[src/rtl/mul_seq_if.sv]
// Request/complete handshake between the execute stage and the sequential multiplier.
// The multiplier takes the slave side; the requester (or bench) takes the master side.
interface mul_seq_if #(
  parameter int WIDTH = 32
);
  logic             En;
  logic [WIDTH-1:0] A;
  logic [WIDTH-1:0] B;
  logic [WIDTH-1:0] Hi;
  logic [WIDTH-1:0] Lo;
  logic             Busy;
  logic             We;

  modport master (
    output En, A, B,
    input  Hi, Lo, Busy, We
  );

  modport slave (
    input  En, A, B,
    output Hi, Lo, Busy, We
  );
endinterface

[src/rtl/mul_seq.sv]
// Radix-2 shift-and-add unsigned multiplier: one product bit per cycle,
// result on Hi/Lo with a single-cycle We strobe for HI/LO write-back.
module mul_seq #(
  parameter int WIDTH = 32
) (
  input  logic          Clk,
  input  logic          Reset,
  mul_seq_if.slave      bus
);

  localparam int CW = $clog2(WIDTH) + 1;
  localparam logic [CW-1:0] CNT_LAST = CW'(WIDTH - 1);

  typedef enum logic [1:0] {
    ST_IDLE,
    ST_RUN,
    ST_DONE
  } state_t;

  state_t             r_state;
  logic [WIDTH-1:0]   r_m;
  logic [2*WIDTH-1:0] r_p;
  logic [CW-1:0]      r_cnt;
  logic [WIDTH-1:0]   r_hi;
  logic [WIDTH-1:0]   r_lo;
  logic               r_busy;
  logic               r_we;

  // Upper half plus conditional multiplicand; the extra bit keeps the carry,
  // which the right shift then folds back into the product register.
  logic [WIDTH:0]     w_sum;
  logic [2*WIDTH-1:0] w_p_next;

  assign w_sum    = {1'b0, r_p[2*WIDTH-1:WIDTH]} + (r_p[0] ? {1'b0, r_m} : '0);
  assign w_p_next = {w_sum, r_p[WIDTH-1:1]};

  // NOTE: sequential state uses non-blocking assignments so every register
  // samples pre-edge values, independent of statement order in the block.
  always_ff @(posedge Clk or negedge Reset) begin
    if (!Reset) begin
      r_state <= ST_IDLE;
      r_m     <= '0;
      r_p     <= '0;
      r_cnt   <= '0;
      r_hi    <= '0;
      r_lo    <= '0;
      r_busy  <= 1'b0;
      r_we    <= 1'b0;
    end else begin
      r_we <= 1'b0;
      unique case (r_state)
        ST_IDLE: begin
          if (bus.En) begin
            r_m     <= bus.A;
            r_p     <= {{WIDTH{1'b0}}, bus.B};
            r_cnt   <= '0;
            r_busy  <= 1'b1;
            r_state <= ST_RUN;
          end
        end
        ST_RUN: begin
          r_p   <= w_p_next;
          r_cnt <= r_cnt + CW'(1);
          if (r_cnt == CNT_LAST) begin
            r_hi    <= w_p_next[2*WIDTH-1:WIDTH];
            r_lo    <= w_p_next[WIDTH-1:0];
            r_we    <= 1'b1;
            r_state <= ST_DONE;
          end
        end
        ST_DONE: begin
          // En here is deliberately ignored; a new request is taken only in IDLE.
          r_busy  <= 1'b0;
          r_state <= ST_IDLE;
        end
        default: begin
          r_busy  <= 1'b0;
          r_state <= ST_IDLE;
        end
      endcase
    end
  end

  assign bus.Hi   = r_hi;
  assign bus.Lo   = r_lo;
  assign bus.Busy = r_busy;
  assign bus.We   = r_we;

endmodule

[src/flat_wrapper.sv]
// flat-port wrapper written by rule: the top's interface ports become plain ports
module mul_seq_flat 
#(
  parameter int WIDTH = 32
)
  (Clk, Reset, bus_En, bus_A, bus_B, bus_Hi, bus_Lo, bus_Busy, bus_We);
  mul_seq_if #(.WIDTH(WIDTH)) bus_i ();
  input  logic Clk;
  input  logic Reset;
  input wire logic [$bits(bus_i.En)-1:0] bus_En;
  input wire logic [$bits(bus_i.A)-1:0] bus_A;
  input wire logic [$bits(bus_i.B)-1:0] bus_B;
  output wire logic [$bits(bus_i.Hi)-1:0] bus_Hi;
  output wire logic [$bits(bus_i.Lo)-1:0] bus_Lo;
  output wire logic [$bits(bus_i.Busy)-1:0] bus_Busy;
  output wire logic [$bits(bus_i.We)-1:0] bus_We;
  assign bus_i.En = bus_En;
  assign bus_i.A = bus_A;
  assign bus_i.B = bus_B;
  assign bus_Hi = bus_i.Hi;
  assign bus_Lo = bus_i.Lo;
  assign bus_Busy = bus_i.Busy;
  assign bus_We = bus_i.We;
  mul_seq #(.WIDTH(WIDTH)) u_core (.Clk(Clk), .Reset(Reset), .bus(bus_i));
endmodule
[config.mk]
export PLATFORM = sky130hd
export DESIGN_NAME = mul_seq_flat
export DESIGN_NICKNAME = d
export VERILOG_FILES = /design/src/rtl/mul_seq_if.sv /design/src/rtl/mul_seq.sv /design/src/flat_wrapper.sv
export SDC_FILE = /design/constraint.sdc
export NUM_CORES = 1
export LEC_CHECK = 0
export BUFFER_PORTS_ARGS = -buffer_cell sky130_fd_sc_hd__buf_2
export CAP_MARGIN = 20
export CORE_MARGIN = 8
export CORE_UTILIZATION = 60
export CTS_BUF_LIST = sky130_fd_sc_hd__clkbuf_4 sky130_fd_sc_hd__clkbuf_8
export DETAILED_ROUTE_END_ITERATION = 8
export PLACE_DENSITY = 0.83
export REMOVE_ABC_BUFFERS = 1
export SLEW_MARGIN = 25
export SYNTH_ARGS = -nofsm -noshare
export SYNTH_HDL_FRONTEND = slang
export SYNTH_SLANG_ARGS = --single-unit
[constraint.sdc]
create_clock -name Clk -period 4 [get_ports Clk]
set_input_delay 0.6 -clock Clk [delete_from_list [all_inputs] [get_ports Clk]]
set_output_delay 0.6 -clock Clk [all_outputs]
set_load 0.1 [all_outputs]
==> results of run 1 <==
## path summary, 6_finish.rpt
path                            cells past startpoint                 to  slack [ns]           start
worst max register to register                     10  u_core.bus.Hi[31]        0.63   u_core.r_p[0]
worst min register to register                      2     u_core.r_m[25]        0.47  u_core.r_m[25]
max in group asynchronous                           2     u_core.r_p[25]        2.96           Reset
min in group Clk                                    3     u_core.r_m[18]        0.32       bus_A[18]
worst min-delay path                                1   u_core.bus.Lo[5]        0.20           Reset
worst max-delay path                               10  u_core.bus.Hi[31]        0.63   u_core.r_p[0]
## where the power goes
group / internal, µW / switching [µW]
sequential: 2410 / 470
clock: 510 / 652
combinational: 1220 / 3880
total: 4140 / 5000
## final cells by class
type                       instances  area, µm²  share of cell area, %
inverter                          12      45.04                 0.4421
tap                              188      235.2                  2.309
timing repair buffer             146      784.5                  7.700
multi-input combinational        776       4504                  44.21
clock buffer                      18      247.7                  2.432
clock inverter                    13      117.6                  1.154
sequential                       170       4254                  41.75
## sequential cells by signal, indices dropped and copies added, names as in the netlist
register / flops
u_core.bus.Busy: 1
u_core.bus.Hi: 32
u_core.bus.Lo: 32
u_core.bus.We: 1
u_core.r_cnt: 6
u_core.r_m: 32
u_core.r_p: 64
u_core.r_state: 2
## synthesized netlist by cell type (4+ instances only)
master / n
xor2_1: 6
xnor2_1: 15
a22oi_1: 32
and2_1: 35
nand4_1: 15
nor3_1: 7
o21a_1: 6
mux2_2: 9
clkbuf_1: 62
o31ai_1: 9
a22o_1: 17
a31oi_1: 4
a21o_1: 9
dfrtp_1: 170
inv_1: 11
a21oi_1: 81
o21bai_1: 6
nor2b_1: 39
buf_2: 5
nand3_1: 16
ha_1: 33
nand2_1: 269
o21ai_0: 66
or3_1: 4
nand2b_1: 8
and3_1: 7
nor2_1: 26
o21ai_1: 7
## metrics by stage
step,std cells,setup WS (ns),util [%],instance area (µm²)
after floorplan,958,-1.955,-,8785
after global placement,1292,0.7548,65.59,9823
after detailed placement,1292,0.6895,65.59,9823
after CTS,1323,0.6568,68.03,10190
after global routing,1323,0.4183,68.03,10190
final,1323,0.6251,68.03,10190
## layout by cell type, fill, tap and decap left out, types with 5 or more instances in the layout
cell type / count
xnor2_1: 15
nand4_1: 15
o21bai_1: 5
a22o_1: 17
a21oi_1: 81
nor2_1: 26
dfrtp_1: 170
and2_1: 35
o31ai_1: 9
buf_2: 131
inv_1: 11
clkbuf_8: 18
nand2_1: 268
mux2_2: 9
nor2b_1: 36
nand2b_1: 8
xor2_1: 6
nor3_1: 7
nand3_1: 16
ha_1: 33
o21ai_0: 66
a22oi_1: 32
and3_1: 7
a21o_1: 9
o21a_1: 6
o21ai_1: 7
buf_4: 13
## kinds of logic (layout without fill, tap and decap cells)
family / after synthesis / after routing / synth area share (%)
buf+inv: 81 / 189 / 3.429
fa+ha+maj: 34 / 34 / 4.784
xor+xnor: 21 / 21 / 2.032
simple gates: 436 / 436 / 21.90
flops: 170 / 170 / 47.01
mux: 12 / 12 / 1.452
compound gates: 273 / 273 / 19.40
## critical path: stages, from the launching register on
cell	delay (ns)
dfrtp_1	0.59
and2_1	0.24
ha_1	0.20
fa_1	0.43
a21oi_1	0.21
nor2_1	0.07
o31ai_2	0.45
nand3_1	0.32
a311o_1	0.43
a21oi_1	0.20
a21oi_1	0.10
## layer usage
metal / vias up / part of all wire (%) / GRT usage [%]
met5: - / 0 / 0
met4: 0 / 1.9 / 7.163
met3: 30 / 6.4 / 5.714
met2: 265 / 46 / 37.57
met1: 3671 / 45 / 30.24
li1: 3747 / - / -
==> metrics.yaml, run 1 <==
grt-ovfl-total: 0
rsz0062_at_grt: "no"
clock_sink_count: 170
timing.critical_path.fanout_max: 16
crit_arrival_ns: 3.70
finalHoldViolations: 0
global_route.usage.total_pct: 23.21
net_count_reported_at_finish: 1224
clock-skew-final_ns: 0.01470
critPathKind: "reg -> reg"
antenna_found_initial: 0
synth_enable_flop_cells: 0
total_power_uw: 9145
synth.top_cells.by_area: "dfrtp_1, nand2_1, ha_1"
setup_violations: 0
status: "finished, final reports clean"
wire_length_after_detailed_routing_um: 22170
first_iter_violations: 605
leakagePower_uw: 0.004968
htree_num_levels: 4
cap_violations: 0
whs_ns: 0.1952
drt-vias-per-instance: 5.830
summed_negative_setup_slack_over_all_endpoints_ns: 0
max_freq_mhz: 296.3
yosysTopAreaCell: "dfrtp_1"
remaining_drc_errors: 0
first_pass_grt_wire_length_um: 37040
cts_inserted_buffers: 17
final_period_util_pct: 84.37
layout-area-overhead-vs-synth_pct: 12.58
power_density_mw_per_mm2: 897.6
cts_repair_resize_count: 0
maximum_number_of_pins_on_one_net_before_global_route_repair: 89
tightest_slew_ns: 0.9161
synth-seq-cells: 170
cp-start-kind: "flop"
synth.yosys.warnings: 0
num_antenna_cells: 0
clockRootBuffer: "clkbuf_8"
ctsHoldBuffers: 0
n_fill_cell: 1214
die-width_um: 138.8
relSlewSlack_pct: 38.93
synth_area_mm2: 0.009050
core-area_mm2: 0.01498
ys_async_sr_fraction_pct: 100.0
detailedRoute.firstPassIterationCount: 5
finalWorstPathRequiredPeriod_ns: 3.375
start_util_pct: 60.43
num_rows: 45
route.detailed.wl_per_inst_um: 16.76
layout-drive-gt1-share_pct: 18.24
vdd_ir_drop_max_v: 0.0004967
insertion_delay_ns: 0.47
die_height_um: 138.8
die-area_mm2: 0.01927
crit_path_end_kind: "flop"
synth.avg_cell_area_um2: 8.812
synthesis.instances: 1027
grt_pass1_vias: 7553
worstPathRequired_ns: 4.33
clockBufferDepth: 2
postCtsSetupBuffers: 0
placed_wire_length_estimate_after_detailed_placement_um: 15160
library_cells_used_by_synthesis: 64
antenna_left: 0
hold_class: "in -> async"
synthDominantCellAreaShare_pct: 47.01
gp_congestion: 0.9696
vias: 7713
ios: 133
numPortBuffers: 132
path_clk_slew_ns: 0.10
synth_sequential_area_ratio_pct: 47.01
timing.final.max_slew_violations: 0
synthFlopType: "dfrtp_1"
tritoncts: "built"
(Power assumes the default switching activity.)
==> run 2, diff against run 1 <==
Settings changed: CORE_UTILIZATION 60 to 54, PLACE_DENSITY 0.83 to 0.79.
Clock period 4 ns to 2.7 ns, I/O delays scaled along.
==> run 2 against run 1 <==
  * The run now ends with negative setup slack left
  * Maximum frequency increased by 23%
  * Non-clock buffer count increased by 83
  * Clock skew is 0.0033 ns lower
  * Combinational power rose by 72%
  * Via count is 7.5% higher
  * Worst hold slack got worse by 0.093 ns
  * Total power up 62%
  * Critical path depth rose by 1
  * First-iteration DRC count grew 16%
  * Clock power increased by 51%
  * Critical endpoint is now u_core.r_p[62]
  * Highest routed layer unchanged
==> metrics.yaml, run 2 (same netlist as run 1, synthesis figures left out) <==
placed_wire_length_estimate_after_detailed_placement_um: 17240
worstPathCellList: "buf_12 -> and2_1 -> ha_1 -> nand2_1 -> o21ai_1 -> a211o_1 -> a211oi_2 -> buf_4 -> o21a_1 -> and3_4 -> o31ai_2"
insertion_delay_ns: 0.49
status: "complete, but fails checks"
cap_violations: 0
final_period_util_pct: 101.5
cts_inserted_buffers: 17
remaining_drc_errors: 0
worstPathRequired_ns: 3.09
top_register_by_number_of_flip_flops: "u_core.r_p"
critical_path.top_delay_family: "compound AO/OA/AOI/OAI gates"
final_worst_slack_ns: -0.04150
rsz0062_at_grt: "yes"
die_height_um: 145.5
tightest_slew_ns: 0.5644
critPathKind: "reg -> reg"
finalHoldViolations: 0
clockRootBuffer: "clkbuf_8"
die-width_um: 145.5
detailedRoute.firstPassIterationCount: 5
die-area_mm2: 0.02116
cp-start-kind: "flop"
start_util_pct: 54.96
leakagePower_uw: 0.005407
tritoncts: "built"
crit_path_end_kind: "flop"
maximum_number_of_pins_on_one_net_before_global_route_repair: 62
global_route.usage.total_pct: 23.10
net_count_reported_at_finish: 1307
wire_length_after_detailed_routing_um: 25390
path_clk_slew_ns: 0.10
clock-skew-final_ns: 0.01138
gp_congestion: 0.9664
place_ws_ns: -0.1138
timing.critical_path.fanout_max: 22
layout-area-overhead-vs-synth_pct: 25.74
htree_num_levels: 4
violations: "negative setup slack"
crit_arrival_ns: 3.13
timing.final.max_slew_violations: 0
clock_sink_count: 170
most-common-layout-cells: "nand2_1, dfrtp_1, buf_2"
power_density_mw_per_mm2: 1305
crit_buf_inv: 2
vias: 8288
route.detailed.wl_per_inst_um: 17.63
max_freq_mhz: 364.8
layout-drive-gt1-share_pct: 29.37
clockBufferDepth: 2
first_pass_grt_wire_length_um: 40390
finalCoreUtilization_pct: 69.11
grt-ovfl-total: 0
core-area_mm2: 0.01647
vdd_ir_drop_max_v: 0.0008937
antenna_left: 0
total_power_uw: 14860
ios: 133
first_iter_violations: 703
crit_path_max_incr_delay_ns: 0.43
finalWorstPathRequiredPeriod_ns: 2.742
drt-vias-per-instance: 5.756
hold_class: "in -> reg"
setup_violations: 5
largest_reg_flops: 64
relSlewSlack_pct: 62.37
numPortBuffers: 132
slowest_stage: "dfrtp_1"
antenna_found_initial: 0
num_rows: 47
grt_pass1_vias: 8020
layout_commonest_cell: "nand2_1"
[run 2: cell count changes in the layout (fill, tap and decap cells not counted), sizes merged]
| cell | previous run | this run |
|---|---|---|
| bufinv | 1 | 0 |
| clkinvlp | 2 | 4 |
| clkinv | 6 | 3 |
| inv | 16 | 19 |
| dlygate4sd3 | 0 | 1 |
| diode | 0 | 1 |
| buf | 146 | 228 |
[run 2: final timing paths]
check	end	cells after the start	start	slack (ns)
max	u_core.r_p[62]	11	u_core.r_p[0]	-0.04
min	u_core.r_m[24]	3	bus_A[24]	0.10
max reg2reg	u_core.r_p[62]	11	u_core.r_p[0]	-0.04
min reg2reg	u_core.bus.Hi[10]	2	u_core.bus.Hi[10]	0.48
max in group asynchronous	u_core.bus.Lo[29]	3	Reset	1.43
min in group asynchronous	u_core.bus.Hi[5]	2	Reset	0.42
[run 2: per-stage QoR]
stage	std cells	cell area, µm²	setup TNS, ns	hold slack, ns
floorplan	958	8785	-237.05	0.1094
global placement	1393	10390	-0.09940	0.3760
detailed placement	1393	10390	-1.033	0.3794
CTS	1428	10840	-0.09064	0.09457
global route	1439	11380	-2.025	0.09578
finish	1440	11380	-0.09488	0.1022
[run 2: routing by layer]
layer,GRT usage (%),routed length [µm],vias up
li1,-,-,3911
met1,30.77,11240,3998
met2,37.13,11930,329
met3,5.504,1674,50
met4,6.143,552,0
met5,0,0,-
[run 2: timing repair]
action	in CTS	in global routing
hold endpoints to repair	45	0
pin swaps	7	22
setup buffers	2	11
setup endpoints to repair	24	39
hold buffers	1	0
cloned	0	0
gates resized for setup	14	85
[run 2: cell type report]
class | count | area [µm²]
antenna | 1 | 2.502
fill | 1256 | 5086
clock buffer | 18 | 241.5
sequential | 170 | 4254
multi-input combinational | 776 | 4987
clock inverter | 14 | 135.1
inverter | 12 | 45.04
tap | 220 | 275.3
timing repair buffer | 229 | 1439
[run 2: worst register-to-register path, stage by stage, from the launching register on]
cell and delay [ns]:
dfrtp_1 0.43, buf_12 0.17, and2_1 0.15, ha_1 0.40
nand2_1 0.12, o21ai_1 0.30, a211o_1 0.25, a211oi_2 0.09
buf_4 0.17, o21a_1 0.20, and3_4 0.18, o31ai_2 0.21
[run 2: power breakdown]
group | switching, µW | internal (µW)
registers | 750 | 3570
logic | 6200 | 2580
clock network | 1070 | 687
total | 8020 | 6840
==> run 3, diff against run 2 <==
Settings changed: CORE_UTILIZATION 54 to 60, PLACE_DENSITY 0.79 to 0.83.
Clock period 2.7 ns to 2.8 ns, I/O delays scaled along.
==> run 3 against run 2 <==
  * The run now ends clean
  * Worst setup slack better by 0.093 ns
  * Core utilization grew 3.5 points
  * Sequential share of layout area rose by 1.8 points
  * Die area is 8.9% lower
  * Via count shrank 1.3%
  * First-iteration DRC count down 5.0%
  * Combinational power decreased by 9.1%
  * Cell area decreased by 4.5%
  * Global-route usage increased by 1.7 points
  * Non-clock buffer count is 25 lower
  * Final cell count down 4.0%
  * Critical path type unchanged
==> metrics.yaml, run 3 (same netlist as run 1, synthesis figures left out) <==
sequential_cell_area_mm2: 0.004255
crit_path_max_incr_delay_ns: 0.47
critPathKind: "reg -> reg"
global_route.usage.total_pct: 24.82
maximum_number_of_pins_on_one_net_before_global_route_repair: 70
route.top_layer_used: "met4"
antenna_left: 0
total_power_uw: 13840
power_share_of_the_combinational_group_pct: 57.7
timing.final.max_slew_violations: 0
numPortBuffers: 132
max_freq_mhz: 363.8
grt-ovfl-total: 0
switching_portion_of_total_power_pct: 54.15
cp-start-kind: "flop"
path_clk_slew_ns: 0.09
power_density_mw_per_mm2: 1273
die_height_um: 138.8
num_rows: 45
finalHoldViolations: 0
cell_repeated_most_along_the_worst_path: "nand3_1"
clock_sink_count: 170
start_util_pct: 60.43
setup_violations: 0
wire_length_after_detailed_routing_um: 24350
slowest_stage: "or4_1"
die-area_mm2: 0.01927
crit_arrival_ns: 3.15
status: "finished, final reports clean"
die-width_um: 138.8
multi_input_area_mm2: 0.004691
antenna_found_initial: 0
core-area_mm2: 0.01498
worstPathCellList: "buf_12 -> and2_1 -> ha_4 -> nand3_1 -> nor3_2 -> o31ai_2 -> buf_4 -> a311oi_4 -> o21ai_2 -> or4_1 -> nand3_1"
clockBufferDepth: 2
largest_reg_flops: 64
ios: 133
first_pass_grt_wire_length_um: 39520
detail_route.wirelength.met1_um: 10700
place_ws_ns: -0.03525
layout-drive-gt1-share_pct: 24.87
relSlewSlack_pct: 53.83
post_layout_nonfiller_instances: 1382
timing.critical_path.fanout_max: 25
clock_power_share_pct: 12.3
layout-area-overhead-vs-synth_pct: 20.12
leakagePower_uw: 0.005280
top_register_by_number_of_flip_flops: "u_core.r_p"
netSwitchingPower_uw: 7491
met3_wirelength_um: 1579
vias: 8177
summed_negative_setup_slack_over_all_endpoints_ns: 0
net_count_reported_at_finish: 1282
clockRootBuffer: "clkbuf_8"
cap_violations: 0
remaining_drc_errors: 0
wl_met2_um: 11650
cts_inserted_buffers: 17
detailedRoute.firstPassIterationCount: 6
route.detailed.wl_per_inst_um: 17.62
insertion_delay_ns: 0.47
cell_internal_pwr_uw: 6344
htree_num_levels: 4
rsz0062_at_grt: "yes"
tritoncts: "built"
tightest_slew_ns: 0.6926
finalWorstPathRequiredPeriod_ns: 2.748
final_period_util_pct: 98.16
most-common-layout-cells: "nand2_1, dfrtp_1, buf_2"
seq_power_share_pct: 30.0
dp.cells: 1345
layout_commonest_cell: "nand2_1"
clock-skew-final_ns: 0.01434
num_antenna_cells: 0
drt-vias-per-instance: 5.917
vdd_ir_drop_max_v: 0.0008346
n_fill_cell: 1120
gp_congestion: 1.001
first_iter_violations: 668
hold_class: "in -> reg"
crit_path_end_kind: "flop"
finalCoreUtilization_pct: 72.58
final_worst_slack_ns: 0.05154
worstPathRequired_ns: 3.21
grt_pass1_vias: 7972
placed_wire_length_estimate_after_detailed_placement_um: 16930
run 3: area by class of cell:
type	instances	area share [%]
well taps	188	2.164
clock inverters	14	1.255
repair buffers	204	11.59
clock buffers	18	2.279
inverters	12	0.4144
multi-input cells	776	43.15
flip-flops and latches	170	39.15
run 3: what timing repair did:
action,CTS,global route
resized for setup,5,33
buffers inserted,0,4
endpoints found under the setup margin,3,34
endpoints found under the hold margin,67,0
pin swaps,2,8
hold buffers,1,0
run 3: critical path: cells and delay by family (launching register included):
| kind | cells | cell delay (ns) |
|---|---|---|
| AOI/OAI and AO/OA | 3 | 0.55 |
| DFF | 1 | 0.45 |
| buffers and inverters | 2 | 0.34 |
| and+or+nand+nor | 5 | 1.04 |
| adders and majority gates | 1 | 0.30 |
run 3: power by group through the flow:
stage                     Combinational (µW)  Sequential (µW)  Clock (µW)
after floorplan                         2610             7360           0
after global placement                  7580             4110           0
after detailed placement                7730             4130           0
after CTS                               7780             4110        1730
after global routing                    8450             4250        1840
final                                   7980             4150        1710
run 3: path summary, 6_finish.rpt:
path / start / end / slack, ns / cells past startpoint
max in group asynchronous: Reset / u_core.r_m[26] / 1.51 / 3
worst min-delay path: bus_A[31] / u_core.r_m[31] / 0.14 / 3
worst max-delay path: u_core.r_p[0] / u_core.bus.Hi[27] / 0.05 / 11
worst min register to register: u_core.bus.Hi[10] / u_core.bus.Hi[10] / 0.46 / 2
min in group asynchronous: Reset / u_core.bus.Lo[4] / 0.52 / 2
worst max register to register: u_core.r_p[0] / u_core.bus.Hi[27] / 0.05 / 11
run 3: per-stage QoR:
step	hold WS (ns)	area [µm²]
floorplan	0.1244	8785
global placement	0.4441	10260
detailed placement	0.4504	10260
CTS	0.1206	10670
global route	0.1208	10870
finish	0.1360	10870
run 3: routing by layer:
metal | track usage, % | vias to the layer above
met1 | 31.84 | 3965
met5 | 0 | -
met4 | 7.337 | 0
li1 | - | 3866
met2 | 41.23 | 302
met3 | 5.680 | 44
